**src/rtl/pulse_stretch.sv**
```systemverilog
// -----------------------------------------------------------------------------
// pulse_stretch
//   Turns one-clock event strobes into LED blinks that are long enough to see.
//   Each blink is a minimum ON phase followed by a minimum dark GAP phase.
//   Events that arrive during a blink are counted and replayed one blink each.
//
//   The build option PULSE_SYNC_EN makes i_pulse an asynchronous level input.
//   It is then passed through a 2-flop synchronizer and a registered rising-edge
//   detector, so each low->high transition is one event (adds 3 clocks latency).
//   When PULSE_SYNC_EN is not defined, every high cycle of i_pulse is one event.
//
// Parameters
//   TICK_MAX  : prescaler terminal count, one tick every TICK_MAX+1 clocks
//   ON_TICKS  : ticks the LED stays lit per blink (>= 1)
//   GAP_TICKS : ticks the LED stays dark after each blink (>= 1)
//   PEND_W    : width of the pending-event counter (saturating)
//
// Ports
//   clk     : system clock
//   rst_n   : asynchronous active-low reset
//   i_pulse : event strobe (or async level with PULSE_SYNC_EN)
//   o_led   : stretched LED drive, registered
//   o_busy  : blink in progress or events pending, registered
//   o_drop  : one-cycle strobe when an event is lost at saturation, registered
// -----------------------------------------------------------------------------
module pulse_stretch #(
  parameter int unsigned TICK_MAX  = 249999,
  parameter int unsigned ON_TICKS  = 2,
  parameter int unsigned GAP_TICKS = 2,
  parameter int unsigned PEND_W    = 3
) (
  input  logic clk,
  input  logic rst_n,
  input  logic i_pulse,
  output logic o_led,
  output logic o_busy,
  output logic o_drop
);

  localparam int unsigned PRE_W     = (TICK_MAX > 0) ? $clog2(TICK_MAX + 1) : 1;
  localparam int unsigned MAX_TICKS = (ON_TICKS > GAP_TICKS) ? ON_TICKS : GAP_TICKS;
  localparam int unsigned CNT_W     = $clog2(MAX_TICKS + 1);

  typedef enum logic [1:0] {
    ST_IDLE = 2'd0,
    ST_ON   = 2'd1,
    ST_GAP  = 2'd2
  } state_e;

  state_e              state_q, state_d;
  logic [CNT_W-1:0]    cnt_q, cnt_d;
  logic [PEND_W-1:0]   pend_q, pend_d;
  logic [PRE_W-1:0]    pre_q, pre_d;
  logic                led_q, busy_q, drop_q;
  logic                drop_d;
  logic                tick_c;
  logic                ev_c;
  logic                inc_c, dec_c;
  logic [CNT_W-1:0]    cnt_inc_c;

  // ---------------------------------------------------------------------------
  // Event source
  // ---------------------------------------------------------------------------
`ifdef PULSE_SYNC_EN
  logic sync1_q, sync2_q, sync3_q, edge_q;

  // Two-flop synchronizer, delayed copy for edge detection, registered edge.
  always_ff @(posedge clk or negedge rst_n) begin
    if (!rst_n) begin
      sync1_q <= 1'b0;
      sync2_q <= 1'b0;
      sync3_q <= 1'b0;
      edge_q  <= 1'b0;
    end else begin
      sync1_q <= i_pulse;
      sync2_q <= sync1_q;
      sync3_q <= sync2_q;
      edge_q  <= sync2_q & ~sync3_q;
    end
  end

  assign ev_c = edge_q;
`else
  assign ev_c = i_pulse;
`endif

  // ---------------------------------------------------------------------------
  // Free-running prescaler; never realigned by events, so a phase's first tick
  // may come early.
  // ---------------------------------------------------------------------------
  assign tick_c = (pre_q == PRE_W'(TICK_MAX));

  always_comb begin
    pre_d = pre_q + PRE_W'(1);
    if (tick_c) begin
      pre_d = '0;
    end
  end

  // ---------------------------------------------------------------------------
  // Next-state, tick counting and pending-event accounting
  // ---------------------------------------------------------------------------
  always_comb begin
    state_d   = state_q;
    cnt_d     = cnt_q;
    pend_d    = pend_q;
    drop_d    = 1'b0;
    cnt_inc_c = cnt_q + CNT_W'(1);

    // A pulse that starts a blink straight from an empty idle is not queued.
    inc_c = ev_c && !((state_q == ST_IDLE) && (pend_q == '0));
    // Idle with work queued: consume one queued event to start the next blink.
    dec_c = (state_q == ST_IDLE) && (pend_q != '0);

    case (state_q)
      ST_IDLE: begin
        if (ev_c || (pend_q != '0)) begin
          state_d = ST_ON;
          cnt_d   = '0;
        end
      end
      ST_ON: begin
        if (tick_c) begin
          if (cnt_inc_c == CNT_W'(ON_TICKS)) begin
            state_d = ST_GAP;
            cnt_d   = '0;
          end else begin
            cnt_d = cnt_inc_c;
          end
        end
      end
      ST_GAP: begin
        if (tick_c) begin
          if (cnt_inc_c == CNT_W'(GAP_TICKS)) begin
            state_d = ST_IDLE;
            cnt_d   = '0;
          end else begin
            cnt_d = cnt_inc_c;
          end
        end
      end
      default: begin
        state_d = ST_IDLE;
        cnt_d   = '0;
      end
    endcase

    // Simultaneous inc and dec cancel; a full counter drops the new event.
    if (inc_c && !dec_c) begin
      if (pend_q == {PEND_W{1'b1}}) begin
        drop_d = 1'b1;
      end else begin
        pend_d = pend_q + PEND_W'(1);
      end
    end else if (dec_c && !inc_c) begin
      pend_d = pend_q - PEND_W'(1);
    end
  end

  // ---------------------------------------------------------------------------
  // State and output registers
  // ---------------------------------------------------------------------------
  always_ff @(posedge clk or negedge rst_n) begin
    if (!rst_n) begin
      state_q <= ST_IDLE;
      cnt_q   <= '0;
      pend_q  <= '0;
      pre_q   <= '0;
      led_q   <= 1'b0;
      busy_q  <= 1'b0;
      drop_q  <= 1'b0;
    end else begin
      state_q <= state_d;
      cnt_q   <= cnt_d;
      pend_q  <= pend_d;
      pre_q   <= pre_d;
      led_q   <= (state_d == ST_ON);
      busy_q  <= (state_d != ST_IDLE) || (pend_d != '0);
      drop_q  <= drop_d;
    end
  end

  assign o_led  = led_q;
  assign o_busy = busy_q;
  assign o_drop = drop_q;

endmodule
```
**config.mk**
```make
export PLATFORM = sky130hd
export DESIGN_NAME = pulse_stretch
export DESIGN_NICKNAME = d
export VERILOG_FILES = /design/src/rtl/pulse_stretch.sv
export SDC_FILE = /design/constraint.sdc
export NUM_CORES = 1
export LEC_CHECK = 0
export CAP_MARGIN = 10
export CORE_AREA = 2 2 58 60
export DETAILED_ROUTE_END_ITERATION = 12
export DIE_AREA = 0 0 60 62
export HOLD_SLACK_MARGIN = 0.08
export PLACE_DENSITY = 0.64
export SETUP_SLACK_MARGIN = 0.3
export SYNTH_ARGS = -nofsm -noshare
export SYNTH_HDL_FRONTEND = slang
export SYNTH_SLANG_ARGS = --single-unit
```
**constraint.sdc**
```tcl
create_clock -name clk -period 2.68 [get_ports clk]
set_input_delay 0.536 -clock clk [delete_from_list [all_inputs] [get_ports clk]]
set_output_delay 0.536 -clock clk [all_outputs]
set_load 0.02 [all_outputs]
```
# After elaboration in Yosys (flattened, before gate mapping)

Cells that the tools add are included.
Widths: inputs -> output; s select.

Bits in registers: 28

Add/sub/neg operators: 4
Eq/ne operators: 8
Muxes and demuxes: 16
Reductions and logical operators: 17

Operator list:

| operator              | count |
|---|---|
| $add 18x1->18 const B | 1 |
| $eq 18x18->1 const B  | 1 |
| $mux 18               | 1 |
| $mux 2                | 8 |
| $mux 3                | 3 |
| $pmux 2 s3            | 1 |
| $reduce_bool 3->1     | 2 |
| $logic_and 1x1->1     | 5 |
| $eq 2x1->1 const B    | 2 |
| $eq 2x2->1 const B    | 2 |
| $ne 2x1->1 const B    | 2 |
| $pmux 2 s2            | 1 |
| $add 3x1->3 const B   | 1 |
| $eq 3x3->1 const B    | 1 |
| $logic_not 1->1       | 3 |
| $logic_not 3->1       | 1 |
| $sub 3x1->3 const B   | 1 |
| $add 2x1->2 const B   | 1 |
| $logic_not 2->1       | 1 |
| $logic_or 1x1->1      | 2 |
| $mux 1                | 2 |
| $reduce_and 2->1      | 1 |
| $reduce_bool 2->1     | 1 |
| $reduce_or 2->1       | 1 |

# Logic depth before layout (Yosys ltp)

Gate-level depths: netlist (run 1).

Word-level depth: 10
Depth in mapped cells: 8
Mapped depth without buffers: 7

# Least setup slack after synthesis (run 1)

Ideal clock, no wire load.

Path kind: register to register
From: register pre_q[0]
To: register busy_q (netlist: o_busy)
Arrival time: 1.880 ns
Slack: 0.662 ns
Cell stages (with the launch flop): 8
Clock period less this slack: 2.018 ns
Cell sequence: dfrtp_1 -> ha_1 -> nand3_4 -> nor4_4 -> and2_1 -> buf_6 -> a31oi_4 -> or4b_1

Cells in the longest elaborated chain, start to end: 5

RTL lines:

| what                      | line     | RTL |
|---|---|---|
| start, declared           | 53       | `logic [PRE_W-1:0] pre_q, pre_d;` |
| start signal, assigned    | 176      | `pre_q <= pre_d;` |
| $eq 18x18->1 *            | 91       | `assign tick_c = (pre_q == PRE_W'(TICK_MAX));` |
| $mux 2 (on tied branches) | 133, 123 |  |
| $pmux 2 s3 *              | 115      | `case (state_q)` |
| via state_d[0]            | 50       | `state_e state_q, state_d;` |
| $reduce_bool 2->1 *       | 178      | `busy_q <= (state_d != ST_IDLE) \|\| (pend_d != '0);` |
| $logic_or 1x1->1 *        | 178      |  |
| end signal, assigned      | 178      |  |
| end, declared             | 54       | `logic led_q, busy_q, drop_q;` |

The timed path passes the listed nets; every way through them passes the cells marked *.
A chain may end at the register's enable or synchronous reset.

# Final worst setup path (run 1)

Same ends and word-level chain as after synthesis.

==> results.toml, run 1 <==
[finish]
post-route-util = 0.506
regArea_um2 = 701
nets = 168
drive_above_1_share = 0.0516
area_delta_synth_final_pct = 8.52
diodes = 0
multi_input_area_um2 = 726
n_fill_cell = 301

[global_routing]
overflow = 0
grt_max_degree = 29
antenna_found_initial = 0
grt_pass1_vias = 988
grt_usage = 0.152
grt_pass1_wl_um = 4260

[pwr]
comb_power_share = 0.216
finalPower_uw = 791
clkPwrFrac = 0.206
max-vdd-ir-drop_mv = 0.302
swShare = 0.287
seqPwrFrac = 0.578
p_int_uw = 565
leakage_uw = 0.000736
powerDensity_nw_per_um2 = 492
p_switching_uw = 227

[detailed_routing]
routed_via_density = 5.21
wirelength_um = 2520
avgRoutedWirePerCell_um = 12.5
drt_iter0_markers = 40
detail-route-antenna-nets = 0
drc_errors = 0
vias = 1048
dr.pass1.iters = 4

[floorplanning]
rows = 21
fp.dieH_um = 62
io_pins = 6
start_util = 0.466
die_w_um = 60
core_um2 = 3180
dieArea_um2 = 3720

[clocking]
h-tree-depth = 1
clock_latency_ns = 0.31
cts_setup_buffers = 0
cts_tree = "built"
post_cts_resized = 0
cts.clk_slew.worst_paths_ns = 0.14
clockRootBuffer = "clkbuf_4"
hold_buffers = 0
cts_max_path_buffers = 2
numCtsBuffers = 3
cts_sinks = 28

[logic_synthesis]
async_flop_share = 1.00
ys_warn_count = 0
synth_seq_cells = 28
syn_area_um2 = 1480
syn_nets = 159
yosysSeqAreaShare = 0.473
syn_area_per_cell_um2 = 10.0
synth_edf_count = 0
ys_types = 32
synthCells = 148
synthFlopType = "dfrtp_1"

[critical_path]
cp.required_ns = 2.88
path_depth = 6
critPathTopFamily = "simple AND/OR/NAND/NOR gates"
r2r-start = "pre_q[0]$_DFF_PN0_"
r2r_end = "o_busy$_DFF_PN0_"
critPathArrivalTime_ns = 2.34
cp-start-kind = "flop"
end_kind = "flop"
reg2reg_slack_ns = 0.54
max_stage_delay_ns = 0.54
criticalPathCategory = "flop to flop"
crit_chain = "ha_1 > nand3_4 > nor4_4 > a31o_1 > a211oi_1 > or4b_1"
slowest_stage = "or4b_1"
path_buf_inv = 0
critPathMaxFanout = 6
crit_path_end = "o_busy$_DFF_PN0_"
ff2ff_path_depth = 6
critPathLaunch = "pre_q[0]$_DFF_PN0_"

[timing]
maxSlewViolCount = 0
max_slew_margin = 0.685
min_period_ns = 2.14
hold_viol_final = 0
setup_viol = 0
max_freq_mhz = 466
setup_tns_ns = 0
worstMarginPinSlew_ns = 0.468
skew_ns = 0.00695
period_share = 0.800
rsz0062_at_grt = "false"

[status]
status = "finished, final reports clean"

[placement]
io_buffers = 5
gp_congestion = 0.836
dp_hpwl_um = 1910

[worst_hold_path]
worst_hold_path_type = "flop to flop"

[flow_run]
maxCapViolCount = 0
## flip-flops by register name, summed over array words and instances, names as in the netlist
| register | flops |
|---|---|
| cnt_q | 2 |
| state_q | 2 |
| o_busy | 1 |
| pre_q | 18 |
| o_led | 1 |
| pend_q | 3 |
| o_drop | 1 |
## through the flow
stage               worst slack, ns  area, µm²  hold WS (ns)  std cells
floorplan                     0.662       1480         0.240        148
global placement              0.408       1590         0.475        198
detailed placement            0.359       1590         0.481        198
CTS                           0.531       1610         0.505        201
global route                  0.418       1610         0.540        201
finish                        0.536       1610         0.510        201
## worst register-to-register path: cells and delay by family, from the launching register on
family                   cells  cell delay [ns]
AND/OR/NAND/NOR              3             1.06
flip-flops                   1             0.42
AO/OA/AOI/OAI                2             0.30
adder cells (fa/ha/maj)      1             0.25
## placed cells by master, fill, tap and decap left out, drive strengths merged
cell,Yosys,layout
a21oi,5,5
dfrtp,28,28
ha,8,8
nor3,4,4
o21ai,6,6
and4b,1,1
o21a,1,1
or4b,1,1
xnor2,7,7
a41oi,1,1
nand4,3,3
nand2b,2,2
clkbuf,2,3
and2,3,3
nand2,11,11
a221oi,1,1
a211oi,2,2
xor2,7,7
nor2b,3,3
clkdlybuf4s50,0,5
nor4,4,4
a21o,3,3
nor2,15,15
a31oi,1,1
o41ai,2,2
inv,10,10
o22ai,1,1
buf,1,2
a31o,1,1
or4,1,1
nand3,13,13
## cell usage after synthesis, types with 2 or more instances
cell type | n | share of area
o41ai_1 | 2 | 0.012
and2_1 | 3 | 0.013
ha_1 | 8 | 0.068
nor2b_1 | 3 | 0.013
nand2b_1 | 2 | 0.0084
nor4_1 | 3 | 0.013
a211oi_1 | 2 | 0.010
nand4_1 | 3 | 0.013
a21o_1 | 3 | 0.015
inv_1 | 10 | 0.025
xnor2_1 | 7 | 0.041
nand2_1 | 11 | 0.028
nand3_1 | 12 | 0.041
clkbuf_1 | 2 | 0.0051
o21ai_0 | 6 | 0.020
dfrtp_1 | 28 | 0.47
xor2_1 | 7 | 0.041
nor2_1 | 15 | 0.038
a21oi_1 | 5 | 0.017
nor3_1 | 4 | 0.014
## per-layer routing
metal	GRT usage	vias up	wire (µm)
met3	0.0186	2	38
met4	0.0476	0	17
met5	0	-	0
met2	0.261	7	1270
li1	-	525	-
met1	0.201	514	1190
## area by class of cell
| cell class | count | share of cell area |
|---|---|---|
| Multi-Input combinational cell | 107 | 0.451 |
| Sequential cell | 28 | 0.435 |
| Timing Repair Buffer | 7 | 0.0404 |
| Tap cell | 46 | 0.0358 |
| Inverter | 10 | 0.0233 |
| Clock buffer | 3 | 0.0140 |
## power groups by stage
| stage | clock network [µW] | registers, µW | logic (µW) |
|---|---|---|---|
| after floorplan | 0 | 468 | 110 |
| after global placement | 0 | 464 | 158 |
| after detailed placement | 0 | 466 | 171 |
| after CTS | 173 | 457 | 172 |
| after global routing | 183 | 459 | 193 |
| final | 163 | 457 | 171 |
## how the worst min path moves through the flow
stage | startpoint | endpoint | depth (start not counted)
2_1_floorplan | rst_n | cnt_q[0]$_DFFE_PN0P_ | 0
3_3_place_gp | pre_q[17]$_DFF_PN0_ | pre_q[17]$_DFF_PN0_ | 1
3_5_place_dp | pre_q[0]$_DFF_PN0_ | pre_q[0]$_DFF_PN0_ | 1
4_1_cts | pre_q[0]$_DFF_PN0_ | pre_q[0]$_DFF_PN0_ | 1
5_1_grt | pre_q[10]$_DFF_PN0_ | pre_q[10]$_DFF_PN0_ | 1
6_report | pre_q[0]$_DFF_PN0_ | pre_q[0]$_DFF_PN0_ | 1
## cell families (layout without fill, tap and decap cells)
group / count (synthesis) / count (layout) / synth area share
simple gates: 61 / 61 / 0.224
flops: 28 / 28 / 0.473
compound gates: 24 / 24 / 0.116
xor+xnor: 14 / 14 / 0.0827
buf+inv: 13 / 20 / 0.0380
fa+ha+maj: 8 / 8 / 0.0675
Power figures use the tool's default switching activity.
==> run 2: changes to the inputs <==
==> constraint.sdc (replaced) <==
create_clock -name clk -period 2 [get_ports clk]
set_input_delay 0.4 -clock clk [delete_from_list [all_inputs] [get_ports clk]]
set_output_delay 0.4 -clock clk [all_outputs]
set_load 0.02 [all_outputs]
==> run 2 against run 1 <==
- count of clock-buffer cells in the layout did not move
- wire length rose by 18%
- first-iteration DRC count did not move
- worst hold slack got worse by 0.086 ns
- clock skew rose by 0.0057 ns
- flip-flop and latch count did not move
- setup slack got worse by 0.43 ns
- fmax rose by 13%
- sequential power rose by 33%
- design area rose by 19%
- combinational power rose by 79%
- die area did not move
==> results.toml, run 2 (synthesis gave the netlist of run 1 again) <==
[critical_path]
slowest_stage = "or4b_1"
critPathLaunch = "pre_q[7]$_DFF_PN0_"
critPathMaxFanout = 6
path_buf_inv = 1
r2r_end = "o_busy$_DFF_PN0_"
ff2ff_path_depth = 5
critPathArrivalTime_ns = 2.12
path_depth = 5
end_kind = "flop"
reg2reg_slack_ns = 0.11
critPathTopFamily = "simple AND/OR/NAND/NOR gates"
cp.required_ns = 2.23
crit_chain = "and4b_2 > buf_4 > a41oi_1 > a211oi_2 > or4b_1"
r2r-start = "pre_q[7]$_DFF_PN0_"
crit_path_end = "o_busy$_DFF_PN0_"
criticalPathCategory = "flop to flop"
cp-start-kind = "flop"
max_stage_delay_ns = 0.53

[clocking]
clockRootBuffer = "clkbuf_4"
cts_max_path_buffers = 2
clock_latency_ns = 0.34
cts.clk_slew.worst_paths_ns = 0.16
cts_sinks = 28
h-tree-depth = 1
hold_buffers = 0
cts_tree = "built"
numCtsBuffers = 3

[floorplanning]
dieArea_um2 = 3720
rows = 21
die_w_um = 60
fp.dieH_um = 62
start_util = 0.466
core_um2 = 3180
io_pins = 6

[finish]
reg_top3 = "pre_q x18, pend_q x3"
area_delta_synth_final_pct = 29.5
drive_above_1_share = 0.257
final_common_cell = "dfrtp_1"
layout.cells.non_filler = 225
largest_reg_flops = 18
diodes = 0
final_cell_mix = "dfrtp_1 (28), buf_4 (24), nor2_1 (15)"
nets = 191
post-route-util = 0.604
regMostFlops = "pre_q"

[timing]
hold_ws_ns = 0.423
rsz0062_at_grt = "true"
max_slew_margin = 0.745
setup_tns_ns = 0
max_freq_mhz = 528
layout_setup_ws_ns = 0.107
skew_ns = 0.0127
worstMarginPinSlew_ns = 0.383
maxSlewViolCount = 0
min_period_ns = 1.89
setup_viol = 0
period_share = 0.947
hold_viol_final = 0

[detailed_routing]
drt_iter0_markers = 40
wirelength_um = 2960
avgRoutedWirePerCell_um = 13.2
detail-route-antenna-nets = 0
dr.pass1.iters = 4
routed_via_density = 5.15
drc_errors = 0
vias = 1158

[pwr]
max-vdd-ir-drop_mv = 0.338
leakage_uw = 0.000925
powerDensity_nw_per_um2 = 673

[placement]
gp_congestion = 0.795
io_buffers = 5
dp_hpwl_um = 2040
dpl.cell_count = 209
place_ws_ns = -0.0963

[global_routing]
overflow = 0
antenna_found_initial = 0
grt_usage = 0.177
grt_max_degree = 29
grt_pass1_wl_um = 4930
grt_pass1_vias = 1140

[worst_hold_path]
worst_hold_path_type = "input port to async pin"

[status]
status = "finished, final reports clean"

[flow_run]
maxCapViolCount = 0
run 2: power breakdown:
| part | total (µW) | switching, µW | internal, µW |
|---|---|---|---|
| Sequential | 610 | 17.5 | 593 |
| Combinational | 306 | 161 | 145 |
| Clock | 376 | 173 | 203 |
run 2: area by class of cell:
cell class	count	area, µm²
clock inverter	1	30.0
clock buffer	3	22.5
tap	46	57.6
inverter	10	37.5
fill	266	1260
timing repair buffer	30	249
multi-input combinational	107	823
sequential	28	701
run 2: layer usage:
| metal | wire, µm | share of wire | GRT usage |
|---|---|---|---|
| met5 | 0 | 0 | 0 |
| met4 | 29 | 0.0098 | 0.0667 |
| met3 | 34 | 0.011 | 0.0186 |
| met2 | 1540 | 0.52 | 0.320 |
| met1 | 1360 | 0.46 | 0.218 |
run 2: repair_timing:
action | in CTS | in global routing
pin swaps | 1 | 3
cloned | 0 | 0
buffers inserted | 6 | 6
resized for setup | 9 | 14
endpoints found under the setup margin | 9 | 11
run 2: worst register-to-register path: cells and delay by family (launching register included):
kind / cells / cell delay, ns
simple gates: 2 / 0.83
flops: 1 / 0.46
compound gates: 2 / 0.36
buf+inv: 1 / 0.15
run 2: worst min path at each step:
stage | end | cells past startpoint
after detailed placement | pre_q[6]$_DFF_PN0_ | 1
after global placement | pre_q[17]$_DFF_PN0_ | 1
after CTS | o_drop$_DFF_PN0_ | 2
after global routing | pre_q[11]$_DFF_PN0_ | 2
after floorplan | cnt_q[0]$_DFFE_PN0P_ | 0
final | pre_q[13]$_DFF_PN0_ | 2
run 2: stage by stage:
stage	instance area, µm²	power [µW]
2_1_floorplan	1500	782
3_3_place_gp	1690	865
3_5_place_dp	1690	884
4_1_cts	1810	1270
5_1_grt	1920	1360
6_report	1920	1290
